--- src/rtl/unary_add_nch.sv ---
// Unary-stream accumulator: counts ones on N_CH unary inputs into a WIDTH-bit
// register (wrap or saturate, sticky carry) and replays the total as a unary stream.
module unary_add_nch #(
  parameter int N_CH  = 2,
  parameter int WIDTH = 12,
  parameter bit SAT   = 1'b0
) (
  input  logic             clk,
  input  logic             rst_n,
  input  logic             en,
  input  logic             clr,
  input  logic             read_or_write,
  input  logic [N_CH-1:0]  din,
  output logic             dout,
  output logic             C,
  output logic             done,
  output logic [WIDTH-1:0] count_o
);

  localparam int PCW = $clog2(N_CH + 1);

  typedef enum logic [1:0] {ACC, READ, HOLD} state_t;

  state_t           state;
  logic [WIDTH-1:0] count;
  logic [WIDTH-1:0] rd_cnt;
  logic [PCW-1:0]   pc;
  logic [WIDTH:0]   sum;
  logic             ovf;

  function automatic logic [PCW-1:0] popcount(input logic [N_CH-1:0] v);
    logic [PCW-1:0] n;
    n = '0;
    for (int i = 0; i < N_CH; i++) n = n + PCW'(v[i]);
    return n;
  endfunction

  // Overflowed sums either drop the carry bit or pin to the all-ones value.
  function automatic logic [WIDTH-1:0] wrap_or_sat(input logic [WIDTH:0] s);
    if (SAT && s[WIDTH]) return '1;
    return s[WIDTH-1:0];
  endfunction

  always_comb begin
    pc  = popcount(din);
    sum = {1'b0, count} + (WIDTH+1)'(pc);
    ovf = sum[WIDTH];
  end

  assign count_o = count;

  always_ff @(posedge clk or negedge rst_n) begin
    if (!rst_n) begin
      state  <= ACC;
      count  <= '0;
      rd_cnt <= '0;
      C      <= 1'b0;
      dout   <= 1'b0;
      done   <= 1'b0;
    end else begin
      done <= 1'b0;
      if (en) begin
        // clr touches only the accumulator; a readout in flight keeps its latched length
        if (clr) begin
          count <= '0;
          C     <= 1'b0;
        end
        case (state)
          ACC: begin
            dout <= 1'b0;
            if (read_or_write) begin
              rd_cnt <= count;
              state  <= READ;
            end else if (!clr) begin
              count <= wrap_or_sat(sum);
              if (ovf) C <= 1'b1;
            end
          end
          READ: begin
            if (!read_or_write) begin
              dout   <= 1'b0;
              rd_cnt <= '0;
              state  <= ACC;
            end else if (rd_cnt != '0) begin
              dout   <= 1'b1;
              rd_cnt <= rd_cnt - WIDTH'(1);
            end else begin
              dout  <= 1'b0;
              done  <= 1'b1;
              state <= HOLD;
            end
          end
          HOLD: begin
            dout <= 1'b0;
            if (!read_or_write) state <= ACC;
          end
          default: state <= ACC;
        endcase
      end
    end
  end

endmodule

--- config.mk ---
export PLATFORM = sky130hd
export DESIGN_NAME = unary_add_nch
export DESIGN_NICKNAME = d
export VERILOG_FILES = /design/src/rtl/unary_add_nch.sv
export SDC_FILE = /design/constraint.sdc
export NUM_CORES = 1
export LEC_CHECK = 0
export ABC_AREA = 1
export BUFFER_PORTS_ARGS = -buffer_cell sky130_fd_sc_hd__clkbuf_2
export CORE_UTILIZATION = 45
export CTS_CLUSTER_DIAMETER = 120
export CTS_CLUSTER_SIZE = 20
export DETAILED_ROUTE_END_ITERATION = 8
export PLACE_DENSITY_LB_ADDON = 0.2
export SYNTH_ARGS = -nofsm -noshare
export SYNTH_HDL_FRONTEND = slang
export SYNTH_SLANG_ARGS = --single-unit
--- constraint.sdc ---
create_clock -name clk -period 1.5 [get_ports clk]
set_input_delay 0.225 -clock clk [delete_from_list [all_inputs] [get_ports clk]]
set_output_delay 0.225 -clock clk [all_outputs]
set_load 0.01 [all_outputs]
Word level (Yosys, flattened, before mapping)
Cells that the tools add are included.
Cells by class
  add/sub/neg operators: 3
  $mul: 0
  equality and inequality tests: 6
  muxes and demuxes: 25
  order comparisons: 0
  bitwise operators: 0
  div/mod/pow operators: 0
  shift-type cells: 0
  reduce and logical (&&, ||, !) cells: 8
Operators by type and width (number)
  $mux 12: 7
  $pmux 12 s2: 1
  $add 12x2->13: 1
  $reduce_bool 12->1: 1
  $sub 12x1->12 const B: 1
  $mux 1: 11
  $mux 2: 4
  $reduce_and 4->1: 2
  $ne 3x3->1 const B: 2
  $pmux 2 s3: 1
  $ne 2x2->1 const B: 2
  $reduce_bool 2->1: 2
  $add 1x1->2: 1
  $eq 2x1->1 const B: 1
  $eq 2x2->1 const B: 1
  $logic_not 2->1: 1
  $pmux 1 s2: 1
  $reduce_and 2->1: 1
  $reduce_or 2->1: 1
Word-level totals
  ROM bits: 0
  memories: 0
  bits in latches: 0
  output and inout bits: 15
  word-level logic and storage cells: 48
  bits in registers: 29
  memory bits (writable): 0
  input port bits: 7

Longest topological paths before layout
  depth in word-level cells: 6
  depth in mapped cells: 10

Least setup slack after synthesis
No wires, ideal clock.
  path type: register -> register
  start: reg count[0] (netlist: count_o[0])
  end: reg count[6] (netlist: count_o[6])
  path buffers: 0
  data arrival time: 1601 ps
  required time: 1375 ps
  cell stages (with the launch flop): 10
  path slack: -225 ps
  clock period less this slack: 1725 ps
  cells stage by stage: dfrtp_1 > inv_1 > fa_1 > inv_1 > ha_1 > inv_1 > nor3_1 > nand2_1 > o21ai_0 > a21oi_1
On the way
  cells in the longest elaborated chain, start to end: 4
Ends and longest elaborated chain
  from (decl): RTL line 25  | logic [WIDTH-1:0] count;
  from (signal assigned): RTL line 75  | count <= wrap_or_sat(sum);
  $add 12x2->13: RTL line 46  | sum = {1'b0, count} + (WIDTH+1)'(pc);
  $mux 12: RTL line 74  | end else if (!clr) begin
  $mux 12: RTL line 71  | if (read_or_write) begin
  $mux 12: RTL line 68  | case (state)
No other way between the ends.
A chain may end at the register's enable or synchronous reset.

Final worst setup path
  start: reg count[0] (netlist: count_o[0])
  end: reg count[8] (netlist: count_o[8])
The elaborated chain is that of the path after synthesis.

==> metrics.yaml <==
h-tree-depth: 2
yosys.cell_count.top_type: "nand2_1"
finalSetupViolCount: 7
die_area_mm2: 0.00441
ant_nets: 0
startpoint_type: "flop"
place_inst: 342
crit_slowest_cell: "dfrtp_1"
netlist.area_leader.share_pct: 38.8
path_cells: "inv_2 > fa_2 > inv_2 > ha_4 > inv_2 > nor3_4 > nand2_2 > nor2_2 > o21ai_1 > nor2_1"
drt-total-wl_um: 4520
core_mm2: 0.00400
violations: "negative setup slack"
diodes: 0
final_util_pct: 60.9
initial_core_util_pct: 46.7
netlist_top_cells_area: "dfrtp_1, nand2_1, nor2_1"
path_buf_inv: 3
cts_made_buffers: 5
synth_cell_type_count: 28
netlist_area_mm2: 0.00187
p_leak_nw: 1.21
timing.slew.headroom_pct: 72.5
worst_slack_ns: -0.0928
clkPwrFrac_pct: 15.6
crit_arrival_ns: 1.81
end_kind: "flop"
syn_area_per_cell_um2: 7.24
tritoncts: "yes"
synth_area_leader_cell: "dfrtp_1"
tightest_slew_ns: 0.412
vias: 1783
port_buffers: 21
overflow: 0
cp.required_ns: 1.72
ys_ff_latch: 29
slew_violations: 0
internal_power_mw: 2.18
drc: 0
drt_iter0_markers: 57
synth-edff-count: 0
layout-drive-gt1-share_pct: 36.5
clk_latency_ns: 0.28
antenna_found_initial: 0
power_frac_comb_pct: 54.8
critical_path.max_fanout: 4
routabilityCongestion: 0.858
worstSetupPathType: "reg2reg"
hold_ws_ns: 0.272
grt_pass1_vias: 1621
switchingPower_mw: 1.78
wl_per_cell_um: 12.5
syn_nets: 269
grt_pass1_wl_um: 7310
cp_top_family: "simple AND/OR/NAND/NOR gates"
dp_hpwl_um: 3150
peakVddDrop_uv: 730
ys_top_cells_by_count: "nand2_1, nor2_1, inv_1"
fin_crit_sh_pct: 106
die_w_um: 66.4
yosys_warnings: 0
fillers: 361
area_growth_pct: 30.5
final_area_mm2: 0.00244
synthCells: 258
cpMostUsedCell: "inv_2"
dr.pass1.iters: 4
fp.dieH_um: 66.4
status: "finished, violations left"
final.setup.tns_ns: -0.325
min_path_type: "in2reg"
place_ws_ns: -0.215
grt_usage_pct: 22.4
clockRootBuffer: "clkbuf_8"
sw_frac_of_total_pct: 44.9
powerDensity_mw_per_mm2: 1630
rsz0062_at_grt: "true"
finalPower_mw: 3.96
clock_path_buffers: 2
clkSinkCount: 29
num_io_pins: 22
finalCriticalPeriod_ns: 1.59
rows: 23
clock_skew_ns: 0.00380
yosysSeqAreaShare_pct: 38.8
hold_viol_final: 0
fmax_mhz: 628
final_cells: 360
nets: 320
cap_violations: 0
ys_async_sr_fraction_pct: 100
postPlaceCellArea_mm2: 0.00214
cp_slowest_stage_delay_ns: 0.35
clk_pin_slew_worst_paths_ns: 0.06
grt_max_degree: 30
vias_per_cell: 4.95
sequentialPowerShare_pct: 29.6
yosys_most_used_dff: "dfrtp_1"
-- flip-flops by register name, indices dropped and copies added (netlist names) --
name	count
count_o	12
rd_cnt	12
state	2
C	1
done	1
dout	1
-- cell type report --
cell class | count | area (um^2) | share of cell area, %
sequential | 29 | 727 | 29.8
clock buffer | 6 | 72.6 | 2.98
tap | 50 | 62.6 | 2.57
inverter | 40 | 158 | 6.47
multi-input combinational | 186 | 1100 | 45.0
timing repair buffer | 47 | 310 | 12.7
clock inverter | 2 | 10.0 | 0.411
-- what timing repair did --
item / 4_1_cts / 5_1_grt
hold buffers: 1 / 0
hold endpoints to repair: 29 / 0
setup endpoints to repair: 13 / 24
buffers inserted: 2 / 7
pin swaps: 6 / 13
resized for setup: 10 / 31
-- kinds of logic after synthesis --
logic type      share of synthesized area, %
compound gates                          12.0
fa+ha+maj                               3.08
flops                                   38.8
xor+xnor                               0.469
buf+inv                                 9.98
simple gates                            35.6
-- per-layer routing --
metal	up-vias	part of all wire, %	wire [um]	track usage, %
li1	917	-	-	-
met1	827	45	2030	28.9
met2	33	50	2280	37.1
met3	6	3.3	149	4.83
met4	0	1.3	60	7.45
met5	-	0	0	0
-- path summary, 6_finish.rpt --
check | cells after the start | slack, ns | startpoint | endpoint
max | 10 | -0.09 | count_o[0] | count_o[8]
min | 4 | 0.27 | clr | C
max reg2reg | 10 | -0.09 | count_o[0] | count_o[8]
min reg2reg | 2 | 0.49 | dout | dout
max in group asynchronous | 3 | 0.70 | rst_n | state[0]
min in group asynchronous | 3 | 0.49 | rst_n | rd_cnt[11]
-- tightest hold or removal path: stages --
cell      delay [ns]
clkbuf_2        0.11
nor3_1          0.06
nand2_1         0.07
o21ai_2         0.05
-- power groups by stage --
stage                     Clock (mW)  Sequential (mW)  Combinational (mW)
after detailed placement           0             1.16                1.87
after global placement             0             1.16                1.84
after global routing           0.661             1.21                2.47
final                          0.617             1.17                2.17
after CTS                      0.641             1.15                1.92
after floorplan                    0             1.16                1.36
-- cell usage in the layout, fill, tap and decap left out, types with 2 or more instances in the layout --
cell type	synthesis	final
a21oi_1	13	10
a21oi_2	0	3
buf_4	1	23
buf_6	0	2
clkbuf_2	0	21
clkbuf_8	0	5
clkinv_2	0	2
dfrtp_1	29	28
ha_4	0	3
inv_1	35	29
inv_2	3	9
nand2_1	59	55
nand2_2	6	10
nand2_4	3	2
nand3_1	20	18
nand3_4	2	3
nand4_1	3	3
nor2_1	39	31
nor2_2	2	8
nor2_4	3	5
nor3_1	4	2
o21ai_0	16	11
o21ai_1	1	4
o21ai_2	6	8
o21bai_1	2	2
Note: power is estimated with default switching activity, not from simulation.
